File: src/rtl/cnn_seq_pkg.sv
// rtl/cnn_seq_pkg.sv - shared types and constants for the CNN layer sequencer
//
// Contents:
//   seq_state_t      sequencer FSM state encoding
//   stage_idx_w(n)   width of a stage index, max(1, $clog2(n))
//   DEF_WDOG_CYCLES  default per-stage watchdog limit in cycles
package cnn_seq_pkg;

    typedef enum logic [2:0] {
        IDLE   = 3'd0,
        LAUNCH = 3'd1,
        WAIT   = 3'd2,
        DONE   = 3'd3,
        ERROR  = 3'd4
    } seq_state_t;

    localparam int DEF_WDOG_CYCLES = 1 << 20;

    function automatic int stage_idx_w(input int n);
        return (n <= 2) ? 1 : $clog2(n);
    endfunction

endpackage

File: src/rtl/seq_watchdog.sv
// rtl/seq_watchdog.sv - per-stage hang detector for the layer sequencer
//
// Ports:
//   clk1     in   sole clock
//   rst_n    in   synchronous reset, active high
//   clr      in   restart the count (stage being launched)
//   en       in   count this cycle (stage running)
//   expired  out  this is the LIMIT-th counted cycle without a restart
import cnn_seq_pkg::*;

module seq_watchdog #(
    parameter int LIMIT = DEF_WDOG_CYCLES
) (
    input  logic clk1,
    input  logic rst_n,
    input  logic clr,
    input  logic en,
    output logic expired
);

    localparam int CW = $clog2(LIMIT + 1);

    logic [CW-1:0] cnt;

    // cnt holds the number of enabled cycles already elapsed, so the
    // current enabled cycle is number cnt+1; expiry fires on the LIMIT-th.
    always_ff @(posedge clk1) begin
        if (rst_n || clr) begin
            cnt <= '0;
        end else if (en && !expired) begin
            cnt <= cnt + 1'b1;
        end
    end

    assign expired = en && (cnt == CW'(LIMIT - 1));

endmodule

File: src/rtl/layer_sequencer.sv
// rtl/layer_sequencer.sv - strict-order run controller for the CNN stage pipeline
//
// Optional feature: define SEQ_WATCHDOG_EN to add the per-stage watchdog and
// the ERROR state; without it err is tied to 0 and WAIT is unbounded.
//
// Ports:
//   clk1         in   sole clock
//   rst_n        in   synchronous reset, active high (name kept from the codebase)
//   start        in   run request, sampled only in IDLE (and ERROR)
//   stage_skip   in   bypass mask, captured on the accepted start
//   stage_done   in   per-stage end pulses; only the active index is honoured
//   stage_start  out  one-cycle launch pulse, one-hot or zero
//   stage_en     out  registered clock-enable, one-hot or zero
//   cur_stage    out  active stage index in LAUNCH/WAIT (held in ERROR), else 0
//   busy         out  run in progress
//   end_op       out  one-cycle pulse on run completion
//   err          out  sticky watchdog flag
import cnn_seq_pkg::*;

module layer_sequencer #(
    parameter int NUM_STAGES  = 8,
    parameter int WDOG_CYCLES = DEF_WDOG_CYCLES
) (
    input  logic                                clk1,
    input  logic                                rst_n,
    input  logic                                start,
    input  logic [NUM_STAGES-1:0]               stage_skip,
    input  logic [NUM_STAGES-1:0]               stage_done,
    output logic [NUM_STAGES-1:0]               stage_start,
    output logic [NUM_STAGES-1:0]               stage_en,
    output logic [stage_idx_w(NUM_STAGES)-1:0]  cur_stage,
    output logic                                busy,
    output logic                                end_op,
    output logic                                err
);

    localparam int IDX_W = stage_idx_w(NUM_STAGES);

    if (NUM_STAGES < 1 || WDOG_CYCLES < 1) begin : g_param_check
        $error("layer_sequencer: NUM_STAGES and WDOG_CYCLES must be at least 1");
    end

    seq_state_t            state, next_state;
    logic [IDX_W-1:0]      idx, next_idx;
    logic [NUM_STAGES-1:0] skip_q, next_skip;

    logic [NUM_STAGES-1:0] start_d, en_d;
    logic [IDX_W-1:0]      cur_d;
    logic                  busy_d, end_d;

    logic last_stage;
    assign last_stage = (idx == IDX_W'(NUM_STAGES - 1));

`ifdef SEQ_WATCHDOG_EN
    logic wd_expired;
    logic err_d;

    seq_watchdog #(
        .LIMIT(WDOG_CYCLES)
    ) u_watchdog (
        .clk1   (clk1),
        .rst_n  (rst_n),
        .clr    (state == LAUNCH),
        .en     (state == WAIT),
        .expired(wd_expired)
    );
`endif

    // State register. Outputs are registered too: they are decoded from the
    // next state, so each output flop shows exactly what the state implies in
    // the following cycle and stage_en reaches the clock gates glitch-free.
    always_ff @(posedge clk1) begin
        if (rst_n) begin
            state       <= IDLE;
            idx         <= '0;
            skip_q      <= '0;
            stage_start <= '0;
            stage_en    <= '0;
            cur_stage   <= '0;
            busy        <= 1'b0;
            end_op      <= 1'b0;
        end else begin
            state       <= next_state;
            idx         <= next_idx;
            skip_q      <= next_skip;
            stage_start <= start_d;
            stage_en    <= en_d;
            cur_stage   <= cur_d;
            busy        <= busy_d;
            end_op      <= end_d;
        end
    end

    // Next-state logic. A done pulse seen in LAUNCH advances straight away,
    // so a stage can occupy a single cycle and stages run back to back.
    always_comb begin
        next_state = state;
        next_idx   = idx;
        next_skip  = skip_q;
        case (state)
            IDLE: begin
                if (start) begin
                    next_state = LAUNCH;
                    next_idx   = '0;
                    next_skip  = stage_skip;
                end
            end
            LAUNCH, WAIT: begin
                if ((state == LAUNCH && skip_q[idx]) || stage_done[idx]) begin
                    if (last_stage) begin
                        next_state = DONE;
                    end else begin
                        next_state = LAUNCH;
                        next_idx   = idx + 1'b1;
                    end
                end else if (state == LAUNCH) begin
                    next_state = WAIT;
`ifdef SEQ_WATCHDOG_EN
                end else if (wd_expired) begin
                    next_state = ERROR;
`endif
                end
            end
            DONE: begin
                next_state = IDLE;
                next_idx   = '0;
            end
`ifdef SEQ_WATCHDOG_EN
            ERROR: begin
                // idx is held so cur_stage keeps pointing at the hung stage
                if (start) begin
                    next_state = LAUNCH;
                    next_idx   = '0;
                    next_skip  = stage_skip;
                end
            end
`endif
            default: begin
                next_state = IDLE;
                next_idx   = '0;
            end
        endcase
    end

    // Output decode from the next state, index and skip mask.
    always_comb begin
        start_d = '0;
        en_d    = '0;
        cur_d   = '0;
        busy_d  = 1'b0;
        end_d   = 1'b0;
`ifdef SEQ_WATCHDOG_EN
        err_d   = 1'b0;
`endif
        case (next_state)
            LAUNCH: begin
                busy_d = 1'b1;
                cur_d  = next_idx;
                if (!next_skip[next_idx]) begin
                    start_d[next_idx] = 1'b1;
                    en_d[next_idx]    = 1'b1;
                end
            end
            WAIT: begin
                busy_d         = 1'b1;
                cur_d          = next_idx;
                en_d[next_idx] = 1'b1;
            end
            DONE: begin
                end_d = 1'b1;
            end
`ifdef SEQ_WATCHDOG_EN
            ERROR: begin
                cur_d = next_idx;
                err_d = 1'b1;
            end
`endif
            default: begin
            end
        endcase
    end

`ifdef SEQ_WATCHDOG_EN
    logic err_q;

    always_ff @(posedge clk1) begin
        if (rst_n) begin
            err_q <= 1'b0;
        end else begin
            err_q <= err_d;
        end
    end

    assign err = err_q;
`else
    assign err = 1'b0;
`endif

endmodule

File: config.mk
export PLATFORM = sky130hd
export DESIGN_NAME = layer_sequencer
export DESIGN_NICKNAME = d
export VERILOG_FILES = /design/src/rtl/cnn_seq_pkg.sv /design/src/rtl/seq_watchdog.sv /design/src/rtl/layer_sequencer.sv
export SDC_FILE = /design/constraint.sdc
export NUM_CORES = 1
export LEC_CHECK = 0
export BUFFER_PORTS_ARGS = -buffer_cell sky130_fd_sc_hd__buf_2
export CORE_MARGIN = 5
export CORE_UTILIZATION = 55
export CTS_CLUSTER_DIAMETER = 80
export DETAILED_ROUTE_END_ITERATION = 10
export HOLD_SLACK_MARGIN = 0.12
export PLACE_DENSITY = 0.94
export SYNTH_ARGS = -nofsm -noshare
export SYNTH_HDL_FRONTEND = slang
export SYNTH_HIERARCHICAL = 1
export SYNTH_SLANG_ARGS = --single-unit
File: constraint.sdc
create_clock -name clk1 -period 5.7 [get_ports clk1]
set_clock_uncertainty 0.2 [all_clocks]
set_input_delay 1.14 -clock clk1 [delete_from_list [all_inputs] [get_ports clk1]]
set_output_delay 1.14 -clock clk1 [all_outputs]
set_load 0.05 [all_outputs]
## Word level (Yosys, flattened, before mapping)

Index checks and enable logic that the tools add are counted.

| word-level totals | value |
|---|---|
| register bits after elaboration | 35 |
| output and inout port bits | 22 |
| word-level logic and storage cells | 51 |

| operators by class | value |
|---|---|
| $add $sub $neg | 1 |
| magnitude comparators | 3 |
| equal/unequal tests | 6 |
| multiplexer cells | 23 |
| bitwise logic cells | 2 |
| reductions and logical operators | 8 |

Operators by type and width:

| operator | count |
|---|---|
| 8-bit 2-to-1 mux | 3 |
| 3-bit 2-to-1 mux | 6 |
| 8-bit one-hot mux with 2 select lines | 1 |
| 3-bit one-hot mux with 2 select lines | 2 |
| 1-bit binary-select mux with 3-bit select | 3 |
| 3-bit by 2-bit equality test with 1-bit output (second input constant) | 3 |
| 3-bit by 4-bit less-than comparator with 1-bit output (second input constant) | 2 |
| 2-bit OR reduction | 4 |
| 3-bit by 1-bit equality test with 1-bit output (second input constant) | 2 |
| 1-bit 2-to-1 mux | 6 |
| 3-bit by 1-bit adder with 3-bit output (second input constant) | 1 |
| 1-bit demux with 3-bit select | 1 |
| 3-bit equality test (second input constant) | 1 |
| 3-bit by 1-bit greater-or-equal comparator with 1-bit output (second input constant) | 1 |
| 3-bit logical NOT | 1 |
| 1-bit logical AND | 2 |
| 2-bit 2-to-1 mux | 1 |
| 1-bit inverter | 2 |
| 1-bit logical OR | 1 |

## Depth between registers and ports, before layout

| depth | value |
|---|---|
| word-level depth | 12 |
| gate-level depth with buffers | 10 |
| depth with buffers taken out | 8 |

## Worst setup path after synthesis

OpenSTA, ideal clock, no wires.

| timing path | value |
|---|---|
| path kind | input to register |
| start | in stage_done[1] |
| end | reg stage_en[7] |
| arrival | 3.021 ns |
| data required time | 5.400 ns |
| setup slack | 2.379 ns |
| stages | 8 |
| buffers on the path | 0 |
| path through | mux2_2 a211oi_4 a311oi_4 o21a_4 o22ai_4 mux2i_1 a211o_4 a2111oi_4 |

| between the ends | value |
|---|---|
| word-level cells in the longest chain between the ends | 11 |
| elaborated cells between the ends (all ways) | 18 |
| classes of those cells | order compare: 2; eq/ne: 2; mux: 12; reduce/logical: 2 |

RTL lines:

| item | line | text |
|---|---|---|
| start: declaration | layer_sequencer.sv:28 | `input logic [NUM_STAGES-1:0] stage_done,` |
| 1-bit binary-select mux with 3-bit select (*) | layer_sequencer.sv:109 | `if ((state == LAUNCH && skip_q[idx]) \|\| stage_done[idx]) begin` |
| 1-bit 2-to-1 mux (implied by the code) (*) | layer_sequencer.sv:109 |  |
| 1-bit logical OR (*) | layer_sequencer.sv:109 |  |
| 3-bit 2-to-1 mux | layer_sequencer.sv:109 |  |
| 3-bit one-hot mux with 2 select lines | layer_sequencer.sv:100 | `case (state)` |
| 3-bit by 4-bit less-than comparator with 1-bit output (implied by the code) or 3-bit by 1-bit greater-or-equal comparator with 1-bit output (tied branches) | layer_sequencer.sv:161, layer_sequencer.sv:167 |  |
| 1-bit logical AND (implied by the code) | layer_sequencer.sv:161, layer_sequencer.sv:167 |  |
| 1-bit 2-to-1 mux (implied by the code) | layer_sequencer.sv:161, layer_sequencer.sv:167 |  |
| 1-bit demux with 3-bit select | layer_sequencer.sv:161, layer_sequencer.sv:167 |  |
| 8-bit 2-to-1 mux | layer_sequencer.sv:159 | `if (!next_skip[next_idx]) begin` |
| 8-bit one-hot mux with 2 select lines (*) | layer_sequencer.sv:155 | `case (next_state)` |
| end signal: assignment | layer_sequencer.sv:87 | `stage_en <= en_d;` |
| end: declaration | layer_sequencer.sv:30 | `output logic [NUM_STAGES-1:0] stage_en,` |

Every way passes the cells marked *; elsewhere a longest branch is shown, timed or not. The select of a mux whose other input is x is not followed.
A chain may end at the register's enable or synchronous reset.

## Worst setup path after layout

| timing path | value |
|---|---|
| start | reg idx[0] |
| end | reg stage_en[4] |

| between the ends | value |
|---|---|
| word-level cells in the longest chain between the ends | 12 |
| elaborated cells between the ends (all ways) | 26 |
| classes of those cells | add/sub: 1; order compare: 2; eq/ne: 3; mux: 17; reduce/logical: 3 |

RTL lines:

| item | line | text |
|---|---|---|
| start: declaration | layer_sequencer.sv:44 | `logic [IDX_W-1:0] idx, next_idx;` |
| start signal: assignment | layer_sequencer.sv:84 | `idx <= next_idx;` |
| 1-bit binary-select mux with 3-bit select | layer_sequencer.sv:109 |  |
| 1-bit 2-to-1 mux (implied by the code) | layer_sequencer.sv:109 |  |
| 1-bit logical AND | layer_sequencer.sv:109 |  |
| 1-bit logical OR | layer_sequencer.sv:109 |  |
| 3-bit 2-to-1 mux | layer_sequencer.sv:109 |  |
| 3-bit one-hot mux with 2 select lines | layer_sequencer.sv:100 |  |
| 3-bit by 4-bit less-than comparator with 1-bit output (implied by the code) or 3-bit by 1-bit greater-or-equal comparator with 1-bit output (tied branches) | layer_sequencer.sv:161, layer_sequencer.sv:167 |  |
| 1-bit logical AND (implied by the code) | layer_sequencer.sv:161, layer_sequencer.sv:167 |  |
| 1-bit 2-to-1 mux (implied by the code) | layer_sequencer.sv:161, layer_sequencer.sv:167 |  |
| 1-bit demux with 3-bit select | layer_sequencer.sv:161, layer_sequencer.sv:167 |  |
| 8-bit 2-to-1 mux | layer_sequencer.sv:159 |  |
| 8-bit one-hot mux with 2 select lines (*) | layer_sequencer.sv:155 |  |

Marks and branches as above.

==> out/metrics.json <==
{
  "critical_path": {
    "rr_worst_depth": 8,
    "timing_worst_setup_path_type": "register to register",
    "critical_path.reg2reg.endpoint": "stage_en[4]$_SDFF_PP0_",
    "critical_path.slowest_cell": "sky130_fd_sc_hd__dfxtp_1",
    "critical_path_buf_inv_count": 0,
    "cp_cell_sequence": "mux2_2 -> a211oi_4 -> a311oi_4 -> o21a_4 -> a22oi_2 -> nand2_1 -> or3_1 -> a21oi_1",
    "critical_path_peak_fanout": 14,
    "setup.worst_path.end_class": "register",
    "cp-start-kind": "register",
    "rrSetupSlack_ps": 2410,
    "delay_heaviest_family_cp": "compound AO/OA/AOI/OAI gates",
    "critical_path.reg2reg.startpoint": "idx[0]$_SDFF_PP0_",
    "worst-endpoint-required_ps": 5770,
    "crit_path_max_incr_delay_ps": 790,
    "arrival_ps": 3360
  },
  "sta": {
    "worst_slew_pin_slew_ps": 703,
    "final-hold-violation-count": 0,
    "slew_violations": 0,
    "worst_slew_margin_rel_pct": 53.1,
    "tns_ps": 0,
    "finalCriticalPeriod_ps": 3290,
    "share_of_the_clock_period_used_by_the_worst_path_pct": 57.7,
    "achievable-frequency_mhz": 304,
    "setup-violations-final": 0,
    "rsz_0062_raised_after_global_routing": "false"
  },
  "placement": {
    "hpwlAfterDp_mm": 2.48,
    "gp_routability_congestion": 0.888,
    "place_area_sq_um": 1760,
    "placedCellCount": 218,
    "io_buffers": 39
  },
  "clocking": {
    "root_buffer": "sky130_fd_sc_hd__clkbuf_4",
    "cts_buffers": 5,
    "cts_tree": "done",
    "cts_num_sinks": 35,
    "worst_setup_hold_path_clk_slew_ps": 110,
    "cts_hold_buffers": 0,
    "worst_skew_pair.late_latency_ps": 340,
    "cts-resized-gates": 0,
    "clk_path_buf_depth": 2,
    "htree_levels": 2,
    "cts.repair_timing.setup_buffer_count": 0
  },
  "drt": {
    "post_drt_wl_per_cell_um": 14.4,
    "drt-vias-per-instance": 5.60,
    "drt-initial-drc-count": 58,
    "dr.pass1.iters": 4,
    "route.antenna.remaining_nets": 0,
    "detail_route.wirelength_mm": 3.25,
    "drt_drc_violations_left": 0,
    "routed-via-count": 1266
  },
  "power": {
    "total_leakage_power_nw": 0.771,
    "power.ir.vdd_worst_v": 0.000184,
    "power_density_nw_per_um2": 242
  },
  "global_routing": {
    "grt_pass1_wl_mm": 5.78,
    "largest_net_degree_at_the_start_of_global_routing": 18,
    "grt-ovfl-total": 0,
    "via_count_of_the_first_global_routing_pass": 1257,
    "global_route.usage.total_pct": 18.2,
    "antenna_found_initial": 0
  },
  "finish": {
    "layout.cell_area.non_filler_sq_um": 1810,
    "finish.cell_count_without_fillers": 226,
    "fillers": 203,
    "antennaDiodeCount": 0,
    "layout-area-overhead-vs-synth_pct": 15.6,
    "final_layout_size_suffix_gt1_share_pct": 32.8,
    "nets": 214
  },
  "synth": {
    "postSynthAreaPerCell_sq_um": 10.2,
    "syn-cell-area_sq_um": 1570,
    "synth.top_cells.by_area": "sky130_fd_sc_hd__dfxtp_1 (45%), sky130_fd_sc_hd__mux2i_1 (8.9%), sky130_fd_sc_hd__nor2_1 (4.5%), sky130_fd_sc_hd__nand2_1 (3.6%), sky130_fd_sc_hd__a21oi_1 (2.6%)",
    "synthArstFlopShare_pct": 0,
    "synthesized_instance_count": 153,
    "synth-edff-count": 0,
    "synth_top_cell_area_share_pct": 44.7,
    "synthFlopType": "sky130_fd_sc_hd__dfxtp_1",
    "synth_area_leader_cell": "sky130_fd_sc_hd__dfxtp_1",
    "yosysWarningCount": 6,
    "synth_sequential_area_ratio_pct": 44.7,
    "flop_and_latch_count_out_of_synthesis": 35,
    "ys_types": 46
  },
  "floorplanning": {
    "boundaryPins": 41,
    "core_sq_um": 2730,
    "row_count": 19,
    "die_h_um": 63.4,
    "floorplan.initialDensity_pct": 57.3,
    "die_area_sq_um": 4020,
    "die_width_um": 63.4
  },
  "job": {
    "max_cap_violations": 0
  },
  "hold_path": {
    "holdPathStages": 2,
    "min-delay-path-class": "register to register",
    "hold_path_end": "skip_q[0]$_SDFF_PP0_",
    "min_from": "skip_q[0]$_SDFF_PP0_"
  },
  "run_status": {
    "status": "finished clean"
  }
}
-- cell usage in the layout, fill, tap and decap left out, drive strengths merged, types with 2 or more instances in the layout --
cell type   n
mux2        3
nor3        9
nor4        2
dfxtp      35
a21oi       8
conb        2
mux2i      14
buf        39
a211oi      3
or2         3
nand3       3
nand2b      2
clkbuf      6
and2        2
nand2      15
nor2       19
inv         2
o211ai      4
or3         2
-- worst register-to-register path, stage by stage (launching register included) --
cell and delay, ps:
sky130_fd_sc_hd__dfxtp_1 790, sky130_fd_sc_hd__mux2_2 440, sky130_fd_sc_hd__a211oi_4 270, sky130_fd_sc_hd__a311oi_4 110, sky130_fd_sc_hd__o21a_4 300, sky130_fd_sc_hd__a22oi_2 450, sky130_fd_sc_hd__nand2_1 130, sky130_fd_sc_hd__or3_1 390
sky130_fd_sc_hd__a21oi_1 150
-- layer usage --
metal	wire length [um]	part of all wire [%]	track usage (%)
met5	0	0	0
met4	68	2.1	9.87
met1	1350	42	21.5
met3	262	8.1	6.93
met2	1570	48	28.3
-- flip-flops by register name, indices dropped and copies added, names as in the netlist --
| name | cells |
|---|---|
| skip_q | 8 |
| stage_en | 8 |
| stage_start | 8 |
| cur_stage | 3 |
| idx | 3 |
| state | 3 |
| busy | 1 |
| end_op | 1 |
-- cell usage after synthesis, drive strengths merged (2+ instances only) --
master	number
dfxtp	35
a21oi	8
nand3	3
a211oi	3
nand2	15
or3	2
or2	3
o211ai	4
nor3	9
nor4	2
nand2b	2
inv	2
nor2	19
mux2i	14
and2	2
buf	5
mux2	3
-- report_power, final --
part | leakage, nW | switching, mW | internal, mW | total [mW]
clock network | 0.0282 | 0.0817 | 0.0476 | 0.129
logic | 0.459 | 0.0335 | 0.0225 | 0.0560
registers | 0.284 | 0.00446 | 0.250 | 0.254
total | 0.771 | 0.120 | 0.320 | 0.439
-- cell families (layout without fill, tap and decap cells) --
group,Yosys count,count (layout),share of synthesized area (%)
compound gates,26,26,17.7
xor+xnor,2,2,1.12
fa+ha+maj,1,1,0.798
buf+inv,8,49,3.43
flops,35,35,44.7
mux,17,17,11.3
other cells,1,2,0.239
simple gates,63,63,20.7
-- per-stage QoR --
stage	utilization, %	hold slack [ps]	setup WS [ps]	power (mW)
floorplan	-	244	2380	0.303
global placement	64.3	263	2140	0.314
detailed placement	64.3	267	2120	0.316
CTS	66.3	283	2400	0.444
global route	66.3	312	2240	0.466
finish	66.3	280	2410	0.439
-- layout make-up --
cell class / count / area [sq um] / area share (%)
Tap cell: 31 / 38.8 / 2.14
Clock inverter: 2 / 12.5 / 0.690
Multi-Input combinational cell: 111 / 817 / 45.1
Sequential cell: 35 / 701 / 38.6
Inverter: 2 / 7.51 / 0.414
Timing Repair Buffer: 39 / 195 / 10.8
Clock buffer: 6 / 41.3 / 2.28
-- worst max-delay path by stage --
stage	startpoint	endpoint	slack [ps]	cells after the start
2_1_floorplan	stage_done[1]	stage_en[7]$_SDFF_PP0_	2380	8
3_3_place_gp	stage_done[1]	stage_en[5]$_SDFF_PP0_	2140	9
3_5_place_dp	stage_done[1]	stage_en[4]$_SDFF_PP0_	2120	9
4_1_cts	idx[0]$_SDFF_PP0_	stage_en[4]$_SDFF_PP0_	2400	8
5_1_grt	idx[0]$_SDFF_PP0_	stage_en[4]$_SDFF_PP0_	2240	8
6_report	idx[0]$_SDFF_PP0_	stage_en[4]$_SDFF_PP0_	2410	8
Power figures use the tool's default switching activity.
